### src/rtl/x_delay_line_capture.sv
// Delay-line capture front end: launch, double-register taps, thermometer encode, hold until ack.
// Optional majority bubble filter enabled by defining X_CAPTURE_BUBBLE_FIX_EN.
module x_delay_line_capture #(
   parameter int unsigned P_LENGTH = 32,
   parameter int unsigned P_CLEAR  = 8
) (
   input  logic                            i_clk,
   input  logic                            i_rst,
   input  logic                            i_arm,
   input  logic                            i_ack,
   input  logic [P_LENGTH-1:0]             i_taps,
   output logic                            o_launch,
   output logic [P_LENGTH-1:0]             o_data,
   output logic [$clog2(P_LENGTH+1)-1:0]   o_edge_pos,
   output logic                            o_ovf,
   output logic                            o_valid,
   output logic                            o_busy
);

   localparam int unsigned EW = $clog2(P_LENGTH + 1);
   localparam int unsigned CW = $clog2(P_CLEAR + 1);

   typedef enum logic [2:0] {
      IDLE,
      LAUNCH,
      SAMPLE,
      SYNC,
      HOLD,
      CLEAR
   } state_t;

   state_t              state, state_d;
   logic [CW-1:0]       cnt, cnt_d;
   logic                launch_d, valid_d;
   logic [P_LENGTH-1:0] cap1, cap2, code;
   logic [EW-1:0]       pos;
   logic                run;

   always_comb begin
      state_d  = state;
      cnt_d    = cnt;
      launch_d = 1'b0;
      valid_d  = o_valid;
      unique case (state)
         IDLE: begin
            if (i_arm) begin
               state_d  = LAUNCH;
               launch_d = 1'b1;
            end
         end
         LAUNCH: state_d = SAMPLE;
         SAMPLE: state_d = SYNC;
         SYNC: begin
            state_d = HOLD;
            valid_d = 1'b1;
         end
         HOLD: begin
            if (i_ack) begin
               state_d = CLEAR;
               valid_d = 1'b0;
               cnt_d   = CW'(P_CLEAR - 1);
            end
         end
         CLEAR: begin
            if (cnt == '0) state_d = IDLE;
            else           cnt_d   = cnt - CW'(1);
         end
         default: state_d = IDLE;
      endcase
   end

`ifdef X_CAPTURE_BUBBLE_FIX_EN
   // ext[i+1] is cap2[i]; ends padded so the line reads as ones below tap 0 and zeros past the top.
   logic [P_LENGTH+1:0] ext;
   assign ext = {1'b0, cap2, 1'b1};

   always_comb begin
      code = '0;
      for (int unsigned i = 0; i < P_LENGTH; i++) begin
         code[i] = (ext[i] & ext[i+1]) | (ext[i+1] & ext[i+2]) | (ext[i] & ext[i+2]);
      end
   end
`else
   assign code = cap2;
`endif

   // Leading-ones count from tap 0; anything above the first zero is ignored.
   always_comb begin
      pos = '0;
      run = 1'b1;
      for (int unsigned i = 0; i < P_LENGTH; i++) begin
         if (run && code[i]) pos = EW'(i + 1);
         else                run = 1'b0;
      end
   end

   always_ff @(posedge i_clk) begin
      if (i_rst) begin
         state      <= IDLE;
         cnt        <= '0;
         cap1       <= '0;
         cap2       <= '0;
         o_launch   <= 1'b0;
         o_valid    <= 1'b0;
         o_data     <= '0;
         o_edge_pos <= '0;
         o_ovf      <= 1'b0;
      end else begin
         state    <= state_d;
         cnt      <= cnt_d;
         o_launch <= launch_d;
         o_valid  <= valid_d;
         if (state == LAUNCH) cap1 <= i_taps;
         if (state == SAMPLE) cap2 <= cap1;
         if (state == SYNC) begin
            o_data     <= cap2;
            o_edge_pos <= pos;
            o_ovf      <= &code;
         end
      end
   end

   assign o_busy = (state != IDLE);

endmodule

### config.mk
export PLATFORM = sky130hd
export DESIGN_NAME = x_delay_line_capture
export DESIGN_NICKNAME = d
export VERILOG_FILES = /design/src/rtl/x_delay_line_capture.sv
export SDC_FILE = /design/constraint.sdc
export NUM_CORES = 1
export LEC_CHECK = 0
export ABC_CLOCK_PERIOD_IN_PS = 2900
export CAP_MARGIN = 25
export CORE_MARGIN = 5
export CORE_UTILIZATION = 55
export DETAILED_ROUTE_END_ITERATION = 8
export PLACE_DENSITY = 0.83
export SETUP_SLACK_MARGIN = 0.05
export SLEW_MARGIN = 0
export SYNTH_ARGS = -nofsm -noshare
export SYNTH_HDL_FRONTEND = slang
export SYNTH_SLANG_ARGS = --single-unit
### constraint.sdc
create_clock -name i_clk -period 2.9 [get_ports i_clk]
set_input_delay 0.58 -clock i_clk [delete_from_list [all_inputs] [get_ports i_clk]]
set_output_delay 0.58 -clock i_clk [all_outputs]
set_load 0.02 [all_outputs]
# After elaboration in Yosys (flattened, before gate mapping)
# Index checks and enable logic that the tools add are counted.
# totals
regBits,112
output_inout_bits,42
elab_cells,134
input_bits,36
# classes
muxes,73
n_addsub,1
bitwise,1
n_reduce_logical,41
n_eq_ne,9
# op_table
operator,count
6-bit 2-to-1 mux,31
1-bit 2-to-1 mux,34
32-bit AND reduction,1
1-bit logical AND,31
3-bit case mux with 6 select lines,1
3-bit 2-to-1 mux,3
4-bit 2-to-1 mux,2
"2-bit != test, second input constant",4
4-bit case mux with 2 select lines,1
"3-bit by 2-bit == test with 1-bit output, second input constant",2
"3-bit == test, second input constant",2
3-bit AND reduction,2
4-bit zero test,1
2-bit nonzero test,2
"4-bit by 1-bit subtractor with 4-bit output, second input constant",1
"3-bit by 1-bit == test with 1-bit output, second input constant",1
3-bit zero test,1
3-bit nonzero test,1
1-bit case mux with 2 select lines,1
2-bit AND reduction,1
2-bit OR reduction,1
1-bit inverter,1

# Longest topological paths before layout
# Gate-level depths: netlist of run 1.
# depth
word_depth,63
depth_mapped,7
ltp_nobuf,6

# Worst setup path before layout of run 1
# Ideal clock, no wire load.
# synth_path
path_type,reg2reg
start,reg cap2[1]
end,reg o_edge_pos[0]
t_required_ps,2826
setup_time_ps,74
path_buffers,0
arrival_ps,1436
setup_slack_ps,1390
period_less_slack_ps,1510
path_stages_with_launch,7
cell_sequence,dfxtp_1 -> nand4_2 -> nor4_4 -> and3_1 -> a32o_1 -> o211ai_1 -> a31oi_1
# synth_via
elab_chain_len,62
elab_cells_between_ends,92
classes_between,mux (61); reduce/logical (31)
# synth_rtl
item,line,source
from (decl),35,"logic [P_LENGTH-1:0] cap1, cap2, code;"
from (signal assigned),114,if (state == SAMPLE) cap2 <= cap1;
1-bit logical AND (*),92,if (run && code[i]) pos = EW'(i + 1);
1-bit 2-to-1 mux,92,
1-bit logical AND,92,
1-bit 2-to-1 mux,92,
1-bit logical AND,92,
1-bit 2-to-1 mux,92,
1-bit logical AND,92,
1-bit 2-to-1 mux,92,
[... 46 more ...],n/a,
1-bit logical AND,92,
1-bit 2-to-1 mux,92,
1-bit logical AND,92,
1-bit 2-to-1 mux,92,
1-bit logical AND,92,
1-bit 2-to-1 mux,92,
1-bit logical AND,92,
6-bit 2-to-1 mux (*),92,
to (signal assigned),117,o_edge_pos <= pos;
to (decl),14,"output logic [$clog2(P_LENGTH+1)-1:0] o_edge_pos,"
# Every way passes the cells marked *; elsewhere a longest branch is shown, timed or not.
# A chain may end at the register's enable or synchronous reset.

# Worst setup path in the final report of run 1
# layout_path
start,reg state[2]
end,out o_busy
# layout_via
elab_chain_len,1
# layout_rtl
item,line,source
from (decl),32,"state_t state, state_d;"
from (signal assigned),109,state <= state_d;
3-bit nonzero test,123,assign o_busy = (state != IDLE);
to (decl),17,output logic o_busy
# No other way between the ends.

==> run summary, run 1 <==
The tools report the starting utilization of the core area as 0.559. The area fraction of the dominant cell type after synthesis was 0.524; the number of gates given a new drive strength after cts was 0. The proportion of total power due to net switching was 0.271; the post-DP HPWL was 6.87 mm. The combinational group share of total power is 0.121, and the power density of the placed cells is 559 nW/um^2. The logs give 702 for the post-placement cell count and 2160 uW for the internal portion of total power. The most used standard cell by instance count after synthesis was nand2_1.

Data arrives at the worst endpoint at 1.77 ns. The placer's final routability congestion estimate was 0.834; the area of the core was 7650 sq um. The worst path needs 2.35 ns of the cycle, external delays included. Sorting the synthesized cells by area gives the leading types as dfxtp_1 52%, nand2_1 18%, a21oi_1 12%. In this run, post-CTS hold repair placed 0 buffers.

The path class of the tightest hold or removal check is flop to flop. The post-route standard cell area excluding fillers came out at 5290 sq um. For the global-route usage over all layers, the log shows 0.207. The run gives 16.4 mm as the first-pass GRT wire length. The die span in x came out at 98.2 um. The flow ran to the end, and the final reports show no timing, DRC or antenna violations.

In the routed layout, each cell is associated on average with a via count of 5.35. The critical path is of the flop to primary output type. The number of warnings issued by yosys was 0; the count of TritonRoute iterations in the first routing pass was 5. TritonCTS built the clock tree. The tools report the leakage power summed over all cells as 0.00172 uW. The aggregate global routing overflow is 0, and the maximum number of pins on one net before global-route repair is 70.

The predominant post-synthesis flop cell was dfxtp_1. The power dissipated by switching net loads was 803 uW. For the number of rows created at floorplan, the log shows 32.

The via count is 3841, and the number of global-route vias before repair is 3696. The most critical setup path has its endpoint at o_busy. For the number of instances in the synthesized netlist, the log shows 553.

For the pin with the worst max-slew slack, the measured transition is 0.720 ns. The die covers 9640 sq um. After the first detailed-routing iteration, the DRC count stood at 215. The signal on the critical path passes through or3_1, clkdlybuf4s50_1.

The share of synthesized flip-flops with an asynchronous set or reset was 0. Final instance count without filler cells: 718. The number of buffers inserted to repair setup after CTS came out at 0.

For the total cell area at the placement stage, the log shows 5090 sq um. Setup repair after global routing left no endpoint under its margin. For the worst flop-to-flop path, the logic depth is 5. The tools report the sequential group share of total power as 0.560.

For the data required time at the worst endpoint, the log shows 2.32 ns. When the netlist entered floorplanning its net count stood at 590. Counting every sink on the clock net gives 112. The worst setup path is captured at a primary output. The share of total power in the clock network was 0.318. The die is 98.2 um tall. The logs give 0.524 for the sequential area share after synthesis and 0.38 ns for the clock network latency to the later pin of the worst-skew pair. After detailed routing, the total wire length is 9.83 mm. The instance count along the most critical hold path came out at 2. In this run the clock root is driven by a clkbuf_8. The launch point of the worst path was state[2].

On the worst path, the slowest cell contributes a delay of 0.55 ns. The number of max-capacitance violations reported is 0. For this design the top-level I/O count stands at 78. The number of diodes added for antenna fixing is 0, and the count of buffers inserted at the top-level ports is 77. The detail-routed net length per standard cell was 13.7 um.

The relative max-transition margin was 0.520; the clock edge transition at the registers on the reported setup and hold paths was 0.10 ns. The tools report the startpoint type of the worst setup path as a flop. CTS built an H-tree with a depth of 3. The post-synthesis instance area was 4280 sq um; the buffer depth of the longest clock path was 2. Portion of the clock cycle consumed by the worst path in the final layout: 0.812. Setup violations remaining at the end of the flow were counted as 0. For flop-to-flop paths, the worst setup slack is 0.91 ns. The post-synthesis area per instance is 7.73 sq um. The run gives 648 as the count of nets after finishing. The worst-path maximum fanout works out to 11.

The slowest library cell on the worst path was clkdlybuf4s50_1. The number of fillers in the final layout was 636. Ranked by instance count, the synthesized netlist is headed by 209 x nand2_1, 112 x dfxtp_1, 105 x a21oi_1, 23 x clkbuf_1, 13 x buf_2. The maximum resistive drop on vdd is 355 uV.

In this run, CTS created clock tree buffers numbering 9. The run gives 39 as the count of different cell masters after synthesis. The clock arrives with 0.00868 ns of skew. For the fmax, the log shows 425 MHz. The tools report the number of pins with negative max-slew slack in the final report as 0. The tools report the launch point of the worst reg-to-reg path as state[1].

The flop and latch count out of synthesis works out to 112. End of the worst register-to-register path: o_data[0]. For the hold violation count in the final report, the log shows 0. The fraction of layout instances using a drive strength above 1 is 0.0487. In the routed design, unresolved DRC markers number 0. The initial antenna violation count was 0; the setup TNS was 0 ns.

Of all cell types, the one taking the most synthesized area is dfxtp_1. Once detail routing completed, the nets flagged for antenna violations numbered 0. The area growth from synthesis to layout is 23.8%.

The startpoint of the worst hold path was cap1[5]. Count of flip-flops with a built-in enable after synthesis: 0.
==> power by group through the flow <==
| stage | clock [uW] | sequential (uW) | combinational (uW) |
|---|---|---|---|
| after floorplan | 0 | 1680 | 241 |
| after global placement | 0 | 1690 | 349 |
| after detailed placement | 0 | 1690 | 360 |
| after CTS | 959 | 1660 | 362 |
| after global routing | 1020 | 1670 | 398 |
| final | 942 | 1660 | 360 |
==> flip-flops by register name, indices dropped and copies added (netlist names) <==
signal / cells
cap1: 32
cap2: 32
cnt: 4
o_data: 32
o_edge_pos: 6
o_launch: 1
o_ovf: 1
o_valid: 1
state: 3
==> layer usage <==
metal / track usage / share of wire
met2: 0.372 / 0.50
met1: 0.242 / 0.43
met4: 0.0756 / 0.011
met5: 0 / 0
met3: 0.0443 / 0.052
==> how the worst min path moves through the flow <==
| stage | endpoint |
|---|---|
| after detailed placement | cap2[12] |
| after global placement | cap2[18] |
| after CTS | cap2[5] |
| after floorplan | cap2[15] |
| after global routing | cap2[5] |
| final | cap2[5] |
==> cells by family after synthesis <==
group / share of synthesized area
multiplexers: 0.00234
AO/OA/AOI/OAI: 0.166
buffers and inverters: 0.0433
adder cells (fa/ha/maj): 0.00293
XOR/XNOR: 0.00615
AND/OR/NAND/NOR: 0.255
flip-flops: 0.524
==> critical path: cells and delay by family, from the launching register on <==
family | cells | cell delay, ns
and+or+nand+nor | 1 | 0.42
buffers and inverters | 1 | 0.55
DFF | 1 | 0.43
==> stage by stage <==
step	power (uW)	setup slack [ns]	utilization	hold slack, ns
global route	3080	0.468	0.692	0.475
CTS	2980	0.536	0.692	0.457
global placement	2040	0.981	0.665	0.440
floorplan	1920	1.39	-	0.432
detailed placement	2050	0.950	0.665	0.446
finish	2960	0.546	0.692	0.458
==> cell type report <==
cell class / instances / area, sq um / area share
clock inverters: 6 / 75.1 / 0.0142
inverters: 8 / 30.0 / 0.00568
multi-input cells: 396 / 1860 / 0.351
repair buffers: 84 / 833 / 0.157
flip-flops and latches: 112 / 2240 / 0.424
clock buffers: 10 / 128 / 0.0241
well taps: 102 / 128 / 0.0241
==> cell usage in the layout (no fill, tap or decap), types with 2 or more instances in the layout <==
cell and n:
a211oi_1 3, a21oi_1 105, a22oi_1 2, a31oi_1 3, and3_1 2, buf_4 7
clkbuf_8 9, clkdlybuf4s50_1 76, dfxtp_1 112, inv_1 8, inv_6 2, nand2_1 209
nand3_1 3, nand4_1 8, nor2_1 12, nor2b_1 4, nor3_1 9, o211ai_1 2
o21ai_0 10, xor2_1 2
No activity file was read; power rests on OpenSTA's default activity.
==> run 2: changes to the inputs <==
- ABC_CLOCK_PERIOD_IN_PS: 2900 -> 2300
- CORE_UTILIZATION: 55 -> 52
- PLACE_DENSITY: 0.83 -> 0.79
- clock period: 2.9 -> 2.3 ns (I/O delays scaled with it)
==> run 2 against run 1 <==
Against the previous run:
- global-route usage is 0.74 points lower
- first-iteration DRC count is 20% higher
- design area is 1.6% higher
- via count is 0.18% higher
- non-clock buffer count is 2 higher
- die area is 5.2% higher
- sequential power is 26% higher
- largest cell class unchanged
- largest power group unchanged
==> run summary, run 2 (synthesis results as in run 1) <==
The maximum number of pins on one net before global-route repair is 50 (was 70). The sum of met2 wire segment lengths after detailed routing is 4.69 mm (was 4.93 mm). The number of fillers in the final layout came out at 708 (was 636). The flow ran to the end, and the final reports show no timing, DRC or antenna violations. The tools report the startpoint type of the worst setup path as a flop (unchanged). Static timing analysis puts the maximum clock frequency at 527 MHz.

The fraction of layout instances using a drive strength above 1 is 0.0534 (was 0.0487), and the register area is 2240 sq um (unchanged). The worst hold-check path type was flop to flop (unchanged). Area of the core: 8090 sq um (was 7650 sq um).

Largest registers ranked by flip-flop count: cap1 (32), cap2 (32), o_data (32) (unchanged). The clock period minus worst slack was 1.90 ns; the hold violation count in the final report was 0 (unchanged). Proportion of total power due to net switching: 0.247 (was 0.271). For the initial antenna violation count, the log shows 0 (unchanged). The first-pass GRT wire length came out at 16.4 mm (about the same).

The commonest non-fill, non-tap cell in the layout was nand2_1 (unchanged). The top metal layer carrying routed signals was met4 (unchanged). The tools report the number of pins with negative max-slew slack in the final report as 0 (unchanged). The capture point of the worst path was o_busy (unchanged).

Worst path cell trace: or3_1, dlymetal6s2s_1 (was or3_1, clkdlybuf4s50_1). Maximum level of the CTS H-tree: 3 (unchanged). The portion of the clock cycle consumed by the worst path in the final layout was 0.825; the data required time at the worst endpoint was 1.84 ns (was 2.32 ns).

The actual slew at the worst max-slew pin was 0.717 ns (was 0.720 ns). Wire length on met3: 553 um (was 511 um). The tools report the sort of element at the end of the critical path as a primary output (unchanged).

For the number of gates given a new drive strength after cts, the log shows 0 (unchanged). The tools report the footprint of the multi-input gates as 1860 sq um (unchanged). The maximum resistive drop on vdd came out at 419 uV (was 355 uV). The tools report the sequential group share of total power as 0.519 (was 0.560).

The routed length on met1 was 4.47 mm (was 4.27 mm); the number of design rule violations left after detail routing was 0 (unchanged). The die span in x was 101 um (was 98.2 um). The global-route usage over all layers was 0.200 (was 0.207); the post-DP HPWL was 6.80 mm (was 6.87 mm).

The detail-routed net length per standard cell was 13.7 um (about the same); the total power consumption of the routed design was 4020 uW (was 2960 uW). Power density of the placed cells: 749 nW/um^2 (was 559 nW/um^2). The run gives 996 uW (was 803 uW) as the power dissipated by switching net loads.

The setup slack on the worst flop-to-flop path is 0.40 ns (was 0.91 ns), and the count of buffers inserted at the top-level ports is 77 (unchanged). The critical path start-end classification was flop to primary output (unchanged). The placer's final routability congestion estimate was 0.886 (was 0.834); the number of cells on the critical path was 2 (unchanged). Library cell used as clock root buffer: clkbuf_8 (unchanged). TritonCTS built the clock tree. Y dimension of the die: 101 um (was 98.2 um). The run gives 3611 (was 3696) as the number of global-route vias before repair. The hold buffer count at cts came out at 0 (unchanged). The end of the worst register-to-register path was o_edge_pos[0] (was o_data[0]). The total CTS buffers came out at 9 (unchanged). The instance count along the most critical hold path is 2 (unchanged), and the setup skew after layout is 0.0131 ns (was 0.00868 ns). The residual antenna-violating net count after detailed routing is 0 (unchanged), and the combinational group share of total power is 0.112 (was 0.121). Kind of cell adding the most delay to the critical path: flip-flops (was buffers and inverters). The detailed-route vias per instance works out to 5.32 (was 5.35). The count of TritonRoute iterations in the first routing pass came out at 4 (was 5). The sum of buffers and inverters on the critical path was 1 (unchanged). Setup repair after global routing left no endpoint under its margin.

The TritonCTS sink count came out at 112 (unchanged). For the starting utilization of the core area, the log shows 0.528 (was 0.559). The launch point of the worst path is state[2] (unchanged). For the number of rows created at floorplan, the log shows 33 (was 32). The slowest library cell on the worst path is dfxtp_1 (was clkdlybuf4s50_1). The run gives 0 (unchanged) as the number of buffers inserted to repair setup after CTS. The number of design-rule violations left by the first detailed-router iteration is 259 (was 215), and the total length of routed wires is 9.91 mm (was 9.83 mm). The tools report the aggregate global routing overflow as 0 (unchanged).

The worst reg-to-reg path cell count is 6 (was 5), and the worst-path maximum fanout is 11 (unchanged). For the setup TNS, the log shows 0 ns (unchanged). The logs give 0.369 (was 0.318) for the share of total power in the clock network and 10100 sq um (was 9640 sq um) for the full die area.

Top library cells by usage in the layout, fill and taps aside: 209 x nand2_1, 112 x dfxtp_1, 105 x a21oi_1 (unchanged). Via count: 3848 (was 3841). The launch point of the worst reg-to-reg path is state[1] (unchanged). The count of nets after finishing is 650 (was 648), and the delay of the slowest critical-path stage is 0.43 ns (was 0.55 ns).

The layout-stage area growth over the synthesis result is 25.7% (was 23.8%). The number of diodes added for antenna fixing was 0 (unchanged). The internal portion of total power was 3030 uW (was 2160 uW). The logs give 0 (unchanged) for the number of max-capacitance violations reported and 0.37 ns (was 0.38 ns) for the clock network latency to the later pin of the worst-skew pair. The leakage power summed over all cells is 0.00177 uW (was 0.00172 uW), and the arrival time reported for the critical path endpoint is 1.44 ns (was 1.77 ns). The tools report the total I/O pin count as 78 (unchanged).

Total setup violations reported at the end of the flow: 0 (unchanged). For the relative max-transition margin, the log shows 0.522 (was 0.520). The clock edge transition at the registers on the reported setup and hold paths was 0.10 ns (about the same); the buffer depth of the longest clock path was 2 (unchanged).
[run 2: cell types whose count changed in the layout (fill, tap and decap cells not counted), sizes merged]
cell,before,now
bufinv,1,4
buf,8,10
inv,11,9
clkbuf,10,9
clkdlybuf4s50,76,75
dlymetal6s2s,0,1
[run 2: area by class of cell]
class                           instances  share of cell area
Clock inverter                          7              0.0263
Timing Repair Buffer                   86               0.158
Multi-Input combinational cell        396               0.345
Sequential cell                       112               0.417
Clock buffer                            9              0.0230
Inverter                                8             0.00559
Tap cell                              105              0.0244
[run 2: through the flow]
| stage | std cells | utilization | hold WS (ns) | worst slack (ns) | area [sq um] |
|---|---|---|---|---|---|
| 2_1_floorplan | 553 | - | 0.432 | 0.790 | 4280 |
| 3_3_place_gp | 707 | 0.631 | 0.440 | 0.494 | 5110 |
| 3_5_place_dp | 707 | 0.631 | 0.443 | 0.444 | 5110 |
| 4_1_cts | 723 | 0.664 | 0.454 | 0.0544 | 5370 |
| 5_1_grt | 723 | 0.664 | 0.477 | 0.208 | 5380 |
| 6_report | 723 | 0.664 | 0.455 | 0.403 | 5380 |
[run 2: per-layer routing]
| metal | vias up | global-route usage |
|---|---|---|
| li1 | 1947 | - |
| met1 | 1776 | 0.260 |
| met2 | 108 | 0.331 |
| met3 | 17 | 0.0353 |
| met4 | 0 | 0.0746 |
| met5 | - | 0 |
[run 2: worst min-delay path by stage]
stage                        start       end
final                     cap1[25]  cap2[25]
after global routing      cap1[16]  cap1[16]
after global placement    cap1[18]  cap2[18]
after CTS                  cap1[0]   cap2[0]
after floorplan           cap1[15]  cap2[15]
after detailed placement   cap1[0]   cap2[0]
[run 2: power by group through the flow]
stage | logic (uW) | registers (uW) | clock network, uW
2_1_floorplan | 304 | 2110 | 0
4_1_cts | 455 | 2090 | 1490
6_report | 451 | 2090 | 1480
3_3_place_gp | 442 | 2130 | 0
5_1_grt | 502 | 2100 | 1580
3_5_place_dp | 452 | 2130 | 0
[run 2: tightest hold or removal path: stages, from the launching register on]
cell and delay (ns):
dfxtp_1 0.32, nand2_1 0.05, a21oi_1 0.05
==> run 3: changes to the inputs <==
- ABC_CLOCK_PERIOD_IN_PS: 2300 -> 1600
- CORE_UTILIZATION: 52 -> 47
- PLACE_DENSITY: 0.79 -> 0.76
- clock period: 2.3 -> 1.6 ns (I/O delays scaled with it)
==> run 3 against run 2 <==
Against the previous run:
- the run now ends with setup timing left
- flip-flop and latch count unchanged
- wire length rose by 14%
- power up 39%
- hold slack got worse by 0.078 ns
- sequential power increased by 43%
- non-clock buffer count is 36 higher
- global-route usage fell by 0.80 points
- sequential share of layout area shrank 2.4 points
- critical endpoint is now o_edge_pos[0]
- largest power group unchanged
==> run summary, run 3 (synthesis results as in run 1) <==
Proportion of total power due to net switching: 0.269 (was 0.247). The setup skew after layout came out at 0.0124 ns (was 0.0131 ns). The number of diodes added for antenna fixing came out at 0 (unchanged). The logs give 11.3 mm (was 9.91 mm) for the total length of routed wires and 0 (unchanged) for the residual antenna-violating net count after detailed routing. Derived from the worst setup path, the maximum achievable clock frequency is 594 MHz.

The detailed-route vias per instance is 5.29 (was 5.32), and the total CTS buffers is 9 (unchanged). Launch point of the worst reg-to-reg path: cap2[1] (was state[1]). The total power consumption of the routed design was 5580 uW (was 4020 uW).

The aggregate global routing overflow is 0 (unchanged). The actual slew at the worst max-slew pin was 0.437 ns (was 0.717 ns); the number of design-rule violations left by the first detailed-router iteration was 296 (was 259). The arrival time reported for the critical path endpoint is 1.97 ns (was 1.44 ns), and the power density of the placed cells is 975 nW/um^2 (was 749 nW/um^2). The startpoint of the worst hold path is i_rst (was cap1[25]). The post-DP HPWL is 7.56 mm (was 6.80 mm). The internal portion of total power was 4080 uW (was 3030 uW). The relative max-transition margin is 0.709 (was 0.522), and the post-placement cell count is 739 (was 707). Instance count along the most critical hold path: 2 (unchanged). The run gives 34 (was 33) as the number of rows created at floorplan. The delay of the slowest critical-path stage is 0.40 ns (was 0.43 ns), and the maximum resistive drop on vdd is 444 uV (was 419 uV).

Count of TritonRoute iterations in the first routing pass: 5 (was 4). The worst hold-check path type was input pin to flop (was flop to flop). Startpoint type of the worst setup path: a flop (unchanged). The tools report the global-route usage over all layers as 0.192 (was 0.200). For the post-route core utilization, the log shows 0.650 (was 0.664). The leakage power summed over all cells came out at 0.00217 uW (was 0.00177 uW).

The logs give 0 (unchanged) for the number of design rule violations left after detail routing and 0.308 (was 0.369) for the share of total power in the clock network. The count of buffers inserted at the top-level ports is 77 (unchanged), and the die span in x is 105 um (was 101 um). The total I/O pin count is 78 (unchanged).

The checks that failed: setup timing. The portion of the clock cycle consumed by the worst path in the final layout came out at 1.05. For the number of pins with negative max-slew slack in the final report, the log shows 0 (unchanged). The initial antenna violation count was 0 (unchanged); the buffer depth of the longest clock path was 2 (unchanged). The logs give -0.0830 ns (was 0.403 ns) for the worst setup slack after layout and 0.37 ns (about the same) for the clock network latency to the later pin of the worst-skew pair.

Top library cells by usage in the layout, fill and taps aside: 209 x nand2_1, 105 x dfxtp_1, 103 x a21oi_1 (was 209 x nand2_1, 112 x dfxtp_1, 105 x a21oi_1). Worst path cell trace: nand4_2, nor4_4, and3_1, a32o_1, o211ai_1, a31oi_1 (was or3_1, dlymetal6s2s_1). Setup repair after global routing could not meet its margin everywhere. The number of max-capacitance violations reported was 0 (unchanged); the setup slack on the worst flop-to-flop path was -0.08 ns (was 0.40 ns). The maximum number of pins on one net before global-route repair is 39 (was 50), and the full die area is 11100 sq um (was 10100 sq um).

Largest registers ranked by flip-flop count: cap1 (32), cap2 (32), o_data (32) (unchanged). The tools report the total setup violations reported at the end of the flow as 1 (was 0). The via count is 4030 (was 3848), and the area of the core is 8810 sq um (was 8090 sq um).

The hold path endpoint is o_valid (was cap2[25]). The worst-path maximum fanout is 5 (was 11), and the number of fillers in the final layout is 769 (was 708). For the count of nets after finishing, the log shows 686 (was 650). The starting utilization of the core area was 0.486 (was 0.528).

The combinational group share of total power is 0.158 (was 0.112). TritonCTS built the clock tree. The tools report the end of the worst register-to-register path as o_edge_pos[0] (unchanged).

The y dimension of the die was 105 um (was 101 um). The launch point of the worst path was cap2[1] (was state[2]). For the finished layout, the period the worst path requires is 1.68 ns. The hold violation count in the final report was 0 (unchanged). The tools report the library cell used as clock root buffer as clkbuf_8 (unchanged).

For the TritonCTS sink count, the log shows 112 (unchanged). The final instance count without filler cells is 762 (was 723). The flow ran to the end, but the final reports show violations. The worst reg-to-reg path cell count came out at 6 (unchanged). The detail-routed net length per standard cell is 14.9 um (was 13.7 um), and the layout-stage area growth over the synthesis result is 33.9% (was 25.7%). The sort of element at the end of the critical path is a flop (was a primary output).

Commonest non-fill, non-tap cell in the layout: nand2_1 (unchanged). The sequential group share of total power was 0.533 (was 0.519). The critical path start-end classification was flop to flop (was flop to primary output). The number of global-route vias before repair is 3717 (was 3611), and the fraction of layout instances using a drive strength above 1 is 0.131 (was 0.0534). Clock edge transition at the registers on the reported setup and hold paths: 0.10 ns (about the same). For the power dissipated by switching net loads, the log shows 1500 uW (was 996 uW).

The data required time at the worst endpoint is 1.89 ns (was 1.84 ns). The slowest library cell on the worst path is dfxtp_4 (was dfxtp_1). The first-pass GRT wire length is 17.6 mm (was 16.4 mm), and the placer's final routability congestion estimate is 0.856 (was 0.886). The tools report the maximum level of the CTS H-tree as 3 (unchanged).
[run 3: how the worst max path moves through the flow]
stage | endpoint | slack [ns]
4_1_cts | o_edge_pos[0] | -0.06
6_report | o_edge_pos[0] | -0.08
3_3_place_gp | o_edge_pos[0] | 0.06
2_1_floorplan | o_edge_pos[0] | 0.09
5_1_grt | o_edge_pos[0] | -0.16
3_5_place_dp | o_edge_pos[0] | -0.08
[run 3: area by class of cell]
cell class	instances	area, sq um	area share
repair buffers	122	1200	0.209
well taps	108	135	0.0236
inverters	8	30.0	0.00524
flip-flops and latches	112	2250	0.393
clock inverters	5	63.8	0.0111
clock buffers	11	141	0.0247
multi-input cells	396	1910	0.333
[run 3: metrics by stage]
step | hold WS (ns) | worst slack [ns] | setup TNS, ns | cell area, sq um
after floorplan | 0.432 | 0.0897 | 0 | 4280
after global placement | 0.441 | 0.0620 | 0 | 5400
after detailed placement | 0.447 | -0.0802 | -0.0802 | 5400
after CTS | 0.371 | -0.0636 | -0.0636 | 5570
after global routing | 0.385 | -0.159 | -0.316 | 5730
final | 0.377 | -0.0830 | -0.0830 | 5730
[run 3: power by group through the flow]
stage               logic [uW]  clock network [uW]  registers [uW]
detailed placement         795                   0            3040
CTS                        784                1750            2980
global placement           778                   0            3030
floorplan                  436                   0            3040
finish                     884                1720            2980
global route               957                1860            2990
[run 3: worst max-delay path: cells and delay by family, from the launching register on]
kind / cells / cell delay, ns
flip-flops: 1 / 0.40
AND/OR/NAND/NOR: 3 / 0.77
AO/OA/AOI/OAI: 3 / 0.43
[run 3: metal layers]
layer / vias to the layer above / wire (um) / GRT usage
li1: 2028 / - / -
met1: 1850 / 4960 / 0.251
met2: 133 / 5530 / 0.320
met3: 19 / 621 / 0.0306
met4: 0 / 218 / 0.0694
met5: - / 0 / 0
[run 3: repair_timing]
| item | 4_1_cts | 5_1_grt |
|---|---|---|
| gates cloned | 0 | 3 |
| buffers inserted | 2 | 2 |
| gates resized for setup | 48 | 23 |
| hold buffers | 0 | 0 |
| pin swaps | 10 | 7 |
| setup endpoints to repair | 47 | 39 |
